File: config.mk
export PLATFORM = sky130hd
export DESIGN_NAME = br_csr_demux
export DESIGN_NICKNAME = d
export VERILOG_FILES = /design/src/rtl/br_csr_demux.sv
export SDC_FILE = /design/constraint.sdc
export NUM_CORES = 1
export LEC_CHECK = 0
export ABC_AREA = 0
export CAP_MARGIN = 25
export CORE_MARGIN = 3
export CORE_UTILIZATION = 30
export DETAILED_ROUTE_END_ITERATION = 10
export PLACE_DENSITY_LB_ADDON = 0.2
export SETUP_SLACK_MARGIN = 0.3
export SLEW_MARGIN = 20
export SYNTH_ARGS = -nofsm -noshare
export SYNTH_HDL_FRONTEND = slang
export SYNTH_SLANG_ARGS = --single-unit
File: constraint.sdc
create_clock -name clk -period 3.5 [get_ports clk]
set_clock_uncertainty 0.05 [all_clocks]
set_input_delay 1.05 -clock clk [delete_from_list [all_inputs] [get_ports clk]]
set_output_delay 1.05 -clock clk [all_outputs]
set_load 0.05 [all_outputs]
File: src/rtl/br_csr_demux.sv
// CSR request demultiplexer: routes one outstanding request to a target by address
// window and returns that target's response, generating local DECERR/SLVERR itself.
module br_csr_demux #(
  parameter int                    NumTargets             = 2,
  parameter int                    AddrWidth              = 16,
  parameter int                    WindowWidth            = 12,
  parameter int                    DataWidth              = 32,
  parameter logic [NumTargets-1:0] TargetSecureMask       = '0,
  parameter bit                    RegisterRequestOutputs = 1'b0
) (
  input  logic                            clk,
  input  logic                            rst,
  // Upstream request
  input  logic                            csr_req_valid,
  input  logic                            csr_req_write,
  input  logic [AddrWidth-1:0]            csr_req_addr,
  input  logic [DataWidth-1:0]            csr_req_wdata,
  input  logic [DataWidth/8-1:0]          csr_req_wstrb,
  input  logic                            csr_req_secure,
  input  logic                            csr_req_privileged,
  input  logic                            csr_req_abort,
  // Upstream response
  output logic                            csr_resp_valid,
  output logic [DataWidth-1:0]            csr_resp_rdata,
  output logic                            csr_resp_slverr,
  output logic                            csr_resp_decerr,
  // Target request
  output logic [NumTargets-1:0]           tgt_req_valid,
  output logic                            tgt_req_write,
  output logic [WindowWidth-1:0]          tgt_req_addr,
  output logic [DataWidth-1:0]            tgt_req_wdata,
  output logic [DataWidth/8-1:0]          tgt_req_wstrb,
  output logic                            tgt_req_secure,
  output logic                            tgt_req_privileged,
  output logic [NumTargets-1:0]           tgt_req_abort,
  // Target response
  input  logic [NumTargets-1:0]           tgt_resp_valid,
  input  logic [NumTargets*DataWidth-1:0] tgt_resp_rdata,
  input  logic [NumTargets-1:0]           tgt_resp_slverr,
  input  logic [NumTargets-1:0]           tgt_resp_decerr
);

  localparam int StrbWidth = DataWidth / 8;
  localparam int IdxWidth  = AddrWidth - WindowWidth;
  localparam int SelWidth  = $clog2(NumTargets);

  typedef enum logic [1:0] {
    S_IDLE    = 2'd0,
    S_LOCAL   = 2'd1,
    S_WAIT    = 2'd2,
    S_ABORTED = 2'd3
  } state_e;

  function automatic logic [NumTargets-1:0] onehot(input logic [SelWidth-1:0] s);
    logic [NumTargets-1:0] v;
    v    = '0;
    v[s] = 1'b1;
    return v;
  endfunction

  state_e                state_q, state_d;
  logic [SelWidth-1:0]   sel_q, sel_d;
  logic                  write_q, write_d;
  logic [NumTargets-1:0] abort_q, abort_d;

  logic                  resp_valid_q, resp_valid_d;
  logic [DataWidth-1:0]  resp_rdata_q, resp_rdata_d;
  logic                  resp_slverr_q, resp_slverr_d;
  logic                  resp_decerr_q, resp_decerr_d;

  logic                  accept, fwd, local_err, resp_fwd, resp_hit;
  logic [IdxWidth-1:0]   req_idx;
  logic [31:0]           req_idx32;
  logic [SelWidth-1:0]   req_sel;
  logic                  dec_err, sec_err;
  logic [DataWidth-1:0]  sel_rdata;

  // Address decode of the incoming request
  assign req_idx   = csr_req_addr[AddrWidth-1:WindowWidth];
  assign req_idx32 = 32'(req_idx);
  assign req_sel   = SelWidth'(req_idx32);
  assign dec_err   = (req_idx32 >= 32'(NumTargets));
  assign sec_err   = !dec_err && TargetSecureMask[req_sel] && !csr_req_secure;

  assign resp_hit  = tgt_resp_valid[sel_q];
  assign sel_rdata = tgt_resp_rdata[sel_q*DataWidth +: DataWidth];

  always_ff @(posedge clk) begin
    if (rst) begin
      state_q <= S_IDLE;
      sel_q   <= '0;
      write_q <= 1'b0;
    end else begin
      state_q <= state_d;
      sel_q   <= sel_d;
      write_q <= write_d;
    end
  end

  // A new request in ABORTED silently drops the old one; its late response is then
  // filtered by sel_q, or is guaranteed to precede the next request to that target.
  always_comb begin
    state_d  = state_q;
    sel_d    = sel_q;
    write_d  = write_q;
    accept   = 1'b0;
    resp_fwd = 1'b0;
    abort_d  = '0;
    case (state_q)
      S_IDLE:  accept = csr_req_valid;
      S_LOCAL: state_d = S_IDLE;
      S_WAIT: begin
        if (resp_hit) begin
          state_d  = S_IDLE;
          resp_fwd = 1'b1;
        end else if (csr_req_abort) begin
          state_d = S_ABORTED;
          abort_d = onehot(sel_q);
        end
      end
      S_ABORTED: begin
        if (csr_req_valid) begin
          accept = 1'b1;
        end else if (resp_hit) begin
          state_d  = S_IDLE;
          resp_fwd = 1'b1;
        end
      end
      default: state_d = S_IDLE;
    endcase
    if (accept) begin
      write_d = csr_req_write;
      if (dec_err || sec_err) begin
        state_d = S_LOCAL;
      end else begin
        state_d = S_WAIT;
        sel_d   = req_sel;
      end
    end
  end

  assign fwd       = accept && !(dec_err || sec_err);
  assign local_err = accept && (dec_err || sec_err);

  // Response stage: local errors are loaded on the accepting edge, forwarded
  // responses one edge after the target answers.
  always_comb begin
    resp_valid_d  = resp_fwd || local_err;
    resp_rdata_d  = (resp_fwd && !write_q) ? sel_rdata : '0;
    resp_slverr_d = resp_fwd ? tgt_resp_slverr[sel_q] : (local_err && !dec_err);
    resp_decerr_d = resp_fwd ? tgt_resp_decerr[sel_q] : (local_err && dec_err);
  end

  always_ff @(posedge clk) begin
    if (rst) begin
      resp_valid_q  <= 1'b0;
      resp_rdata_q  <= '0;
      resp_slverr_q <= 1'b0;
      resp_decerr_q <= 1'b0;
      abort_q       <= '0;
    end else begin
      resp_valid_q  <= resp_valid_d;
      resp_rdata_q  <= resp_rdata_d;
      resp_slverr_q <= resp_slverr_d;
      resp_decerr_q <= resp_decerr_d;
      abort_q       <= abort_d;
    end
  end

  assign csr_resp_valid  = resp_valid_q;
  assign csr_resp_rdata  = resp_rdata_q;
  assign csr_resp_slverr = resp_slverr_q;
  assign csr_resp_decerr = resp_decerr_q;
  assign tgt_req_abort   = abort_q;

  // Request stage: payload is zero except in the forwarding cycle
  logic [NumTargets-1:0]  req_valid_d;
  logic                   req_write_d;
  logic [WindowWidth-1:0] req_addr_d;
  logic [DataWidth-1:0]   req_wdata_d;
  logic [StrbWidth-1:0]   req_wstrb_d;
  logic                   req_secure_d;
  logic                   req_priv_d;

  assign req_valid_d  = fwd ? onehot(req_sel) : '0;
  assign req_write_d  = fwd && csr_req_write;
  assign req_addr_d   = fwd ? csr_req_addr[WindowWidth-1:0] : '0;
  assign req_wdata_d  = fwd ? csr_req_wdata : '0;
  assign req_wstrb_d  = fwd ? csr_req_wstrb : '0;
  assign req_secure_d = fwd && csr_req_secure;
  assign req_priv_d   = fwd && csr_req_privileged;

  if (RegisterRequestOutputs) begin : g_req_reg
    logic [NumTargets-1:0]  req_valid_q;
    logic                   req_write_q;
    logic [WindowWidth-1:0] req_addr_q;
    logic [DataWidth-1:0]   req_wdata_q;
    logic [StrbWidth-1:0]   req_wstrb_q;
    logic                   req_secure_q;
    logic                   req_priv_q;

    always_ff @(posedge clk) begin
      if (rst) begin
        req_valid_q  <= '0;
        req_write_q  <= 1'b0;
        req_addr_q   <= '0;
        req_wdata_q  <= '0;
        req_wstrb_q  <= '0;
        req_secure_q <= 1'b0;
        req_priv_q   <= 1'b0;
      end else begin
        req_valid_q  <= req_valid_d;
        req_write_q  <= req_write_d;
        req_addr_q   <= req_addr_d;
        req_wdata_q  <= req_wdata_d;
        req_wstrb_q  <= req_wstrb_d;
        req_secure_q <= req_secure_d;
        req_priv_q   <= req_priv_d;
      end
    end

    assign tgt_req_valid      = req_valid_q;
    assign tgt_req_write      = req_write_q;
    assign tgt_req_addr       = req_addr_q;
    assign tgt_req_wdata      = req_wdata_q;
    assign tgt_req_wstrb      = req_wstrb_q;
    assign tgt_req_secure     = req_secure_q;
    assign tgt_req_privileged = req_priv_q;
  end else begin : g_req_comb
    assign tgt_req_valid      = req_valid_d;
    assign tgt_req_write      = req_write_d;
    assign tgt_req_addr       = req_addr_d;
    assign tgt_req_wdata      = req_wdata_d;
    assign tgt_req_wstrb      = req_wstrb_d;
    assign tgt_req_secure     = req_secure_d;
    assign tgt_req_privileged = req_priv_d;
  end

  // Upstream must not issue a request while one is still pending
  a_no_req_while_busy: assert property (@(posedge clk) disable iff (rst)
    !(csr_req_valid && (state_q == S_WAIT || state_q == S_LOCAL)));

endmodule

==> out/metrics.cfg, run 1 <==
[layout]
n_antenna_cell = 0
fin_cells = 518
utilization_pct = 86.0
drive_above_1_share_pct = 32.7
num-nets-final = 574
synthToLayoutAreaGrowth_pct = 171
fillers = 301
final_cell_area_sq_um = 5240

[detailed_routing]
via_count = 2547
post_drt_wl_per_cell_um = 22.3
vias_per_cell = 4.92
dr.pass1.iters = 4
drcViolationCount = 0
ant_nets = 0
drt-total-wl_um = 11500
dr.first_iter.drc_count = 108

[floorplanning]
row_count = 28
top_level_ports = 219
core_area_sq_um = 6100
initial_core_util_pct = 31.7
die_w_um = 86.3
die_h_um = 86.3
dieArea_sq_um = 7450

[logic_synthesis]
synth_xor_xnor_area_share_pct = 0
synth_adder_area_share_pct = 1.94
synthCells = 212
yosysSeqAreaShare_pct = 42.4
synth_warnings = 0
synth_seq_cells = 41
synthMuxAreaShare_pct = 18.8
syn_avg_cell_area_sq_um = 9.12
syn-num-nets = 344
yosys.area_share.simple_pct = 27.2
synth_compound_area_share_pct = 4.85
synth_top_family_by_area = simple AND/OR/NAND/NOR gates
yosysUniqueCellTypes = 28
synthesis.area_sq_um = 1930

[clocking]
clk_path_buf_depth = 2
cts_buffers = 5
cts.sinks = 41
cts_tree = done
clock_latency_ns = 0.29
htree_levels = 2
cts_hold_buffers = 0
clockRootBuffer = clkbuf_8
path_clk_slew_ns = 0.07

[hold_path]
hp-class = flop to flop

[timing]
relSlewSlack_pct = 57.4
hold_viol = 0
postLayoutSetupSlackWorst_ns = 0.199
fin_crit_sh_pct = 94.3
setup_viol = 0
slew_violations = 0
rsz0062_at_grt = yes
fin_crit_ns = 3.30
worstMarginPinSlew_ns = 0.632
clock.fmax_mhz = 303
setup_tns_ns = 0

[placement]
gp_congestion = 0.844
dp_cells = 497
placed_area_sq_um = 4780
hpwl_um = 7570
place_ws_ns = -0.157
port_buffers = 218

[setup_path]
endpoint_kind = output pin
critPathTopFamily = buffers and inverters
critical_path_buf_inv_count = 5
slowest_delay_ns = 0.31
start_kind = primary input
cp_cell_sequence = buf_6, nor4_4, buf_6, buf_12, buf_16, and2_4, buf_12
path_class = primary input to output pin
cp_max_fo = 9
slowest_stage = nor4_4
worstPathRequired_ns = 2.40
critPathArrivalTime_ns = 2.20

[run]
maxCapViolCount = 0

[grt]
grt_pass1_vias = 2769
grt_max_degree = 38
grt_usage_pct = 26.9
grt_pass1_wl_um = 15100
grt.overflow.total = 0
antenna_found_initial = 0

[power_and_ir_drop]
vdd_drop_max_mv = 0.195
power.leakage_nw = 2.02
power_density_nw_per_um2 = 239

[run_status]
status = complete, no violations

layout by cell type (no fill, tap or decap), types with 2 or more instances in the layout:
master,count
nand2_1,3
buf_4,7
ha_1,2
mux2_2,2
dfxtp_1,39
nor3_1,2
and2_2,5
nor2_1,35
and2_4,47
a21oi_1,5
mux2i_1,34
clkbuf_16,2
buf_16,3
inv_1,3
clkdlybuf4s50_1,161
buf_12,54
buf_8,2
o21ai_0,2
dfxtp_2,2
buf_6,9
clkbuf_8,6
synth_stat cells:
cell | number | area (sq um)
buf_2 | 2 | 10.0
ha_1 | 3 | 37.5
o2111ai_1 | 1 | 8.76
nor4_1 | 2 | 12.5
nor3_1 | 2 | 10.0
buf_4 | 2 | 15.0
o21ai_0 | 2 | 10.0
o21a_1 | 1 | 7.51
inv_1 | 3 | 11.3
o21bai_1 | 1 | 7.51
buf_1 | 2 | 7.51
o31a_1 | 1 | 8.76
o311ai_0 | 1 | 8.76
mux2i_1 | 34 | 340
buf_6 | 2 | 22.5
nor2_1 | 35 | 131
o41ai_1 | 1 | 8.76
mux2_2 | 2 | 22.5
a21oi_1 | 5 | 25.0
clkbuf_1 | 7 | 26.3
dfxtp_1 | 41 | 821
nand2_1 | 4 | 15.0
nor2b_1 | 2 | 12.5
o21ai_2 | 1 | 8.76
or3_1 | 1 | 6.26
nor4b_1 | 1 | 8.76
nand3_1 | 1 | 5.00
and2_1 | 52 | 325
cells by family (layout without fill, tap and decap cells):
group,after synthesis,in the layout
and+or+nand+nor,100,100
buffers and inverters,18,249
AOI/OAI and AO/OA,14,14
muxes,36,36
adders and majority gates,3,3
DFF,41,41
timing repair:
item / CTS / global route
cloned: 6 / 2
setup buffers: 5 / 0
setup endpoints to repair: 53 / 53
resized for setup: 69 / 20
pin swaps: 4 / 23
final timing paths:
check | cells past startpoint | startpoint | slack, ns | endpoint
worst max-delay path | 7 | csr_req_addr[13] | 0.20 | tgt_req_wdata[12]
worst min-delay path | 2 | write_q$_SDFFE_PP0P_ | 0.48 | write_q$_SDFFE_PP0P_
worst max register to register | 10 | state_q[0]$_SDFFE_PP0P_ | 1.40 | sel_q$_SDFFE_PP0P_
worst min register to register | 2 | write_q$_SDFFE_PP0P_ | 0.48 | write_q$_SDFFE_PP0P_
report_power, final:
part / internal [mW] / switching [mW] / leakage, nW
clock: 0.233 / 0.164 / 0.0585
sequential: 0.474 / 0.00424 / 0.332
combinational: 0.229 / 0.147 / 1.63
per-layer routing:
metal / part of all wire (%) / track usage (%)
met1: 34 / 28.0
met2: 52 / 50.9
met3: 11 / 10.2
met4: 2.9 / 6.23
met5: 0 / 0
worst min-delay path, delay by kind of cell, from the launching register on:
kind | cells | cell delay, ns
DFF | 1 | 0.33
and+or+nand+nor | 1 | 0.07
AOI/OAI and AO/OA | 1 | 0.08
cell type report:
| class | count | area (sq um) | share of cell area, % |
|---|---|---|---|
| sequential | 41 | 823 | 15.7 |
| clock inverter | 1 | 30.0 | 0.573 |
| clock buffer | 7 | 86.3 | 1.65 |
| tap | 75 | 93.8 | 1.79 |
| timing repair buffer | 238 | 3010 | 57.4 |
| multi-input combinational | 153 | 1190 | 22.7 |
| inverter | 3 | 11.3 | 0.215 |
sequential cells by signal, summed over array words and instances (netlist names):
| register | count |
|---|---|
| write_q | 1 |
| csr_resp_slverr | 1 |
| sel_q | 1 |
| csr_resp_valid | 1 |
| csr_resp_decerr | 1 |
| tgt_req_abort | 2 |
| state_q | 2 |
| csr_resp_rdata | 32 |
per-stage QoR:
step / hold WS [ns] / power, mW
final: 0.479 / 1.25
after global placement: 0.400 / 0.807
after detailed placement: 0.418 / 0.815
after global routing: 0.485 / 1.29
after floorplan: 0.382 / 0.597
after CTS: 0.429 / 1.23
No activity file was read; power rests on OpenSTA's default activity.
==> run 2, diff against run 1 <==
- CORE_MARGIN: 3 -> unset
- CORE_UTILIZATION: 30 -> 25
==> run 2 against run 1 <==
Compared with the run above:
- setup slack gained 0.031 ns
- via count shrank 4.5%
- sequential share of layout area shrank 0.17 points
- critical path depth up 1
- maximum frequency rose by 0.96%
- global-route usage is 5.7 points lower
- cell count is 5.2% higher
- first-iteration DRC count down 40%
- non-clock buffer count grew 3
==> out/metrics.cfg, run 2 (same netlist as run 1, synthesis figures left out) <==
[layout]
utilization_pct = 71.9  ; -14 points
final_cell_mix = 161 x clkdlybuf4s50_1, 56 x buf_12, 44 x and2_4
largest_register_ff_count = 32  ; unchanged
num-nets-final = 577  ; +0.52%
drive_above_1_share_pct = 33.2  ; +0.45 points
fillers = 526  ; +75%
final_common_cell = clkdlybuf4s50_1
n_antenna_cell = 0  ; unchanged
synthToLayoutAreaGrowth_pct = 174

[setup_path]
endpoint_kind = output pin
cp_max_fo = 8  ; -1
rr_worst_depth = 12  ; +2
worstPathRequired_ns = 2.40  ; about the same
start_kind = primary input
critPathArrivalTime_ns = 2.17  ; -0.03 ns
path_class = primary input to output pin

[clocking]
clock_latency_ns = 0.28  ; about the same
clk_path_buf_depth = 2  ; unchanged
cts_tree = done
cts_buffers = 5  ; unchanged
htree_levels = 2  ; unchanged
cts_hold_buffers = 0  ; unchanged
cts.sinks = 41  ; unchanged
clockRootBuffer = clkbuf_8
path_clk_slew_ns = 0.07  ; about the same

[timing]
postLayoutSetupSlackWorst_ns = 0.230  ; +0.0313 ns
fin_crit_ns = 3.27  ; -0.0313 ns
setup_viol = 0  ; unchanged
fin_crit_sh_pct = 93.4  ; -0.89 points
worstMarginPinSlew_ns = 0.600  ; -0.0318 ns
relSlewSlack_pct = 60.0  ; +2.7 points
timing.hold.ws_ns = 0.410  ; -0.0682 ns
hold_viol = 0  ; unchanged
rsz0062_at_grt = yes
clock.fmax_mhz = 306  ; +0.96%
slew_violations = 0  ; unchanged

[grt]
grt_use_met3_pct = 8.29  ; -1.9 points
grt_max_degree = 38  ; unchanged
grt.overflow.total = 0  ; unchanged
grt_pass1_wl_um = 13300  ; -12%
grtUsageMet1_pct = 20.6  ; -7.5 points
antenna_found_initial = 0  ; unchanged
grt_usage_pct = 21.3  ; -5.7 points
gr-usage-met2_pct = 41.3  ; -9.7 points
grt_pass1_vias = 2539  ; -8.3%
gr-max-usage-layer = met2

[hold_path]
hp-class = flop to flop
whs_path_depth = 2  ; unchanged

[run_status]
status = complete, no violations

[floorplanning]
dieArea_sq_um = 8090  ; +8.7%
top_level_ports = 219  ; unchanged
die_h_um = 90.0  ; +4.2%
core_area_sq_um = 7370  ; +21%
initial_core_util_pct = 26.2  ; -5.5 points
row_count = 31  ; +11%
die_w_um = 90.0  ; +4.2%

[placement]
place_ws_ns = -0.152  ; +0.00472 ns
port_buffers = 218  ; unchanged
gp_congestion = 0.837  ; -0.83%
hpwl_um = 6840  ; -9.6%

[power_and_ir_drop]
power_density_nw_per_um2 = 231  ; -3.1%
finalPower_mw = 1.23  ; -2.0%
power.leakage_nw = 2.03  ; +0.79%
vdd_drop_max_mv = 0.177  ; -8.8%

[run]
maxCapViolCount = 0  ; unchanged

[detailed_routing]
post_drt_wl_per_cell_um = 16.6  ; -26%
dr.pass1.iters = 4  ; unchanged
ant_nets = 0  ; unchanged
vias_per_cell = 4.46  ; -9.2%
via_count = 2433  ; -4.5%
dr.first_iter.drc_count = 65  ; -40%
drt-total-wl_um = 9050  ; -22%
drcViolationCount = 0  ; unchanged

==> run 2: path summary, 6_finish.rpt <==
path	start	slack (ns)	to
min reg2reg	write_q$_SDFFE_PP0P_	0.41	write_q$_SDFFE_PP0P_
max reg2reg	state_q[0]$_SDFFE_PP0P_	1.53	sel_q$_SDFFE_PP0P_
max	csr_req_addr[15]	0.23	tgt_req_wstrb[2]
min	write_q$_SDFFE_PP0P_	0.41	write_q$_SDFFE_PP0P_
==> run 2: area by class of cell <==
| class | instances | area (sq um) | share of cell area (%) |
|---|---|---|---|
| Inverter | 3 | 11.3 | 0.213 |
| Clock buffer | 7 | 86.3 | 1.63 |
| Timing Repair Buffer | 241 | 3040 | 57.4 |
| Tap cell | 99 | 124 | 2.34 |
| Clock inverter | 1 | 30.0 | 0.567 |
| Sequential cell | 41 | 823 | 15.5 |
| Multi-Input combinational cell | 153 | 1180 | 22.3 |
==> run 2: report_power, final <==
group | switching, mW | leakage, nW | internal, mW
clock | 0.149 | 0.0585 | 0.232
sequential | 0.00408 | 0.332 | 0.474
combinational | 0.137 | 1.64 | 0.230
total | 0.290 | 2.03 | 0.936
==> run 2: per-layer routing <==
metal / up-vias / wire length, um / share of wire [%]
met2: 143 / 4900 / 54
met1: 1119 / 3090 / 34
met5: - / 0 / 0
li1: 1159 / - / -
met4: 0 / 167 / 1.8
met3: 12 / 889 / 9.8
==> run 2: worst max-delay path, stage by stage <==
cell    delay (ns)
buf_6         0.10
nor4_4        0.26
buf_6         0.16
buf_6         0.11
buf_12        0.09
buf_16        0.10
and2_4        0.15
buf_12        0.13
==> run 2: repair_timing <==
action | 4_1_cts | 5_1_grt
pin swaps | 17 | 7
gates cloned | 4 | 2
resized for setup | 67 | 19
buffers inserted | 7 | 1
endpoints found under the setup margin | 53 | 53
==> run 2: metrics by stage <==
stage	area, sq um	TNS (ns)	std cells
after global routing	5300	0	545
after global placement	4810	-2.93	522
final	5300	0	545
after CTS	5200	0	541
after detailed placement	4810	-4.17	522
after floorplan	1990	0	212
==> run 3, diff against run 2 <==
- CORE_AREA: unset -> 2 2 84 86
- CORE_UTILIZATION: 25 -> unset
- DIE_AREA: unset -> 0 0 86 88
- GPL_ROUTABILITY_DRIVEN: unset -> 0
- SKIP_CTS_REPAIR_TIMING: unset -> 1
==> run 3 against run 2 <==
Compared with the run above:
- total power decreased by 7.0%
- design area decreased by 3.0%
- cell count decreased by 5.0%
- core utilization increased by 5.5 points
- critical path depth is 1 lower
- global-route usage down 1.8 points
- sequential power hardly changed
- hold slack improved by 0.023 ns
- non-clock buffer count is 7 lower
- register-to-register slack got worse by 0.03 ns
- clock power shrank 20%
- largest cell class unchanged
- largest power group unchanged
- setup slack improved by 0.0070 ns
==> out/metrics.cfg, run 3 (same netlist as run 1, synthesis figures left out) <==
[run_status]
status = complete, no violations

[setup_path]
path_class = primary input to output pin
critPathArrivalTime_ns = 2.16  ; about the same
cp_max_fo = 8  ; unchanged
worstPathRequired_ns = 2.40  ; about the same
start_kind = primary input
critical_path_buf_inv_count = 4  ; -2
slowest_delay_ns = 0.31  ; +0.05 ns
ff2ff_setup_slack_ns = 1.50  ; -0.03 ns
slowest_stage = nor4_4
endpoint_kind = output pin
cp_cell_sequence = buf_8, nand2_4, nor4_4, buf_6, clkbuf_16, and2_4, buf_12
critPathTopFamily = buffers and inverters

[detailed_routing]
vias_per_cell = 4.58  ; +2.5%
dr.first_iter.drc_count = 24  ; -63%
drt-total-wl_um = 9130  ; +0.91%
via_count = 2371  ; -2.5%
ant_nets = 0  ; unchanged
post_drt_wl_per_cell_um = 17.6  ; +6.2%
drcViolationCount = 0  ; unchanged
dr.pass1.iters = 4  ; unchanged

[power_and_ir_drop]
seqPwrFrac_pct = 41.9  ; +2.9 points
power.leakage_nw = 1.98  ; -2.9%
vdd_drop_max_mv = 0.117  ; -34%
power_density_nw_per_um2 = 222  ; -4.1%
clockPowerShare_pct = 27.0  ; -4.1 points
p_switching_uw = 289  ; -0.32%
p_int_uw = 851  ; -9.1%
pwr-share-comb_pct = 31.1  ; +1.2 points
switching_share_pct = 25.4  ; +1.7 points

[timing]
relSlewSlack_pct = 60.8  ; +0.75 points
fin_crit_sh_pct = 93.2  ; -0.20 points
rsz0062_at_grt = yes
slew_violations = 0  ; unchanged
clock.fmax_mhz = 306  ; +0.21%
setup_tns_ns = 0  ; unchanged
fin_crit_ns = 3.26  ; -0.00699 ns
postLayoutSetupSlackWorst_ns = 0.237  ; +0.00699 ns
hold_viol = 0  ; unchanged
setup_viol = 0  ; unchanged
worstMarginPinSlew_ns = 0.589  ; -0.0112 ns

[clocking]
htree_levels = 2  ; unchanged
cts_tree = done
clockRootBuffer = clkbuf_8
path_clk_slew_ns = 0.07  ; about the same
cts_buffers = 5  ; unchanged
clk_path_buf_depth = 2  ; unchanged
clock_latency_ns = 0.28  ; about the same
cts.sinks = 41  ; unchanged

[placement]
place_ws_ns = -0.0964  ; +0.0561 ns
hpwl_um = 6820  ; -0.26%
port_buffers = 218  ; unchanged

[floorplanning]
die_w_um = 86  ; -4.4%
core_area_sq_um = 6640  ; -9.8%
dieArea_sq_um = 7570  ; -6.5%
row_count = 30  ; -3.2%
top_level_ports = 219  ; unchanged
die_h_um = 88  ; -2.2%
initial_core_util_pct = 29.1  ; +2.9 points

[layout]
n_antenna_cell = 0  ; unchanged
final_common_cell = clkdlybuf4s50_1
synthToLayoutAreaGrowth_pct = 166
drive_above_1_share_pct = 31.7  ; -1.4 points
largest_register_ff_count = 32  ; unchanged
num-nets-final = 570  ; -1.2%
final_cell_mix = 161 x clkdlybuf4s50_1, 54 x buf_12, 39 x dfxtp_1
utilization_pct = 77.4  ; +5.5 points

[grt]
grt_pass1_vias = 2202  ; -13%
grt_usage_pct = 19.5  ; -1.8 points
antenna_found_initial = 0  ; unchanged
grt_max_degree = 38  ; unchanged
grt.overflow.total = 0  ; unchanged
grt_pass1_wl_um = 11300  ; -15%

[hold_path]
hp-class = flop to flop

[run]
maxCapViolCount = 0  ; unchanged

run 3: changes by cell type in the layout (fill, tap and decap cells not counted), sizes merged:
cell          delta
clkbuf           +3
clkinvlp         +1
buf             -13
dlymetal6s2s     +2
bufinv           -1
run 3: power groups by stage:
stage	logic [mW]	registers, mW	clock network, mW
after global routing	0.371	0.479	0.338
after global placement	0.319	0.488	0
after detailed placement	0.325	0.488	0
final	0.355	0.478	0.307
after CTS	0.325	0.477	0.321
after floorplan	0.0956	0.501	0
run 3: final cells by class:
cell class / instances / area, sq um
Inverter: 3 / 11.3
Clock inverter: 1 / 7.51
Multi-Input combinational cell: 153 / 1160
Fill cell: 419 / 1500
Tap cell: 80 / 100
Sequential cell: 41 / 823
Timing Repair Buffer: 234 / 2950
Clock buffer: 6 / 82.6
run 3: final timing paths:
| check | end | start | cells past startpoint |
|---|---|---|---|
| worst max-delay path | tgt_req_wstrb[2] | csr_req_valid | 7 |
| worst min-delay path | write_q$_SDFFE_PP0P_ | write_q$_SDFFE_PP0P_ | 2 |
| worst max register to register | sel_q$_SDFFE_PP0P_ | state_q[0]$_SDFFE_PP0P_ | 9 |
| worst min register to register | write_q$_SDFFE_PP0P_ | write_q$_SDFFE_PP0P_ | 2 |
run 3: worst reg2reg max path, stage by stage, from the launching register on:
cell     delay [ns]
dfxtp_2        0.37
inv_1          0.09
ha_4           0.30
nand2_4        0.06
nor4_4         0.31
buf_4          0.22
buf_8          0.13
buf_4          0.12
mux2i_1        0.17
nor2_1         0.05
run 3: metal layers:
metal  global-route usage (%)  up-vias  share of wire, %
met4                     4.33        0               1.2
met2                     37.0      138                56
met1                     19.5     1083                32
met5                        0        -                 0
li1                         -     1141                 -
met3                     8.67        9                11
run 3: per-stage QoR:
| stage | std cells | total power [mW] | area [sq um] | hold slack, ns |
|---|---|---|---|---|
| 2_1_floorplan | 212 | 0.597 | 1990 | 0.382 |
| 3_3_place_gp | 501 | 0.806 | 4780 | 0.392 |
| 3_5_place_dp | 501 | 0.813 | 4780 | 0.423 |
| 4_1_cts | 508 | 1.12 | 4870 | 0.434 |
| 5_1_grt | 518 | 1.19 | 5140 | 0.444 |
| 6_report | 518 | 1.14 | 5140 | 0.434 |
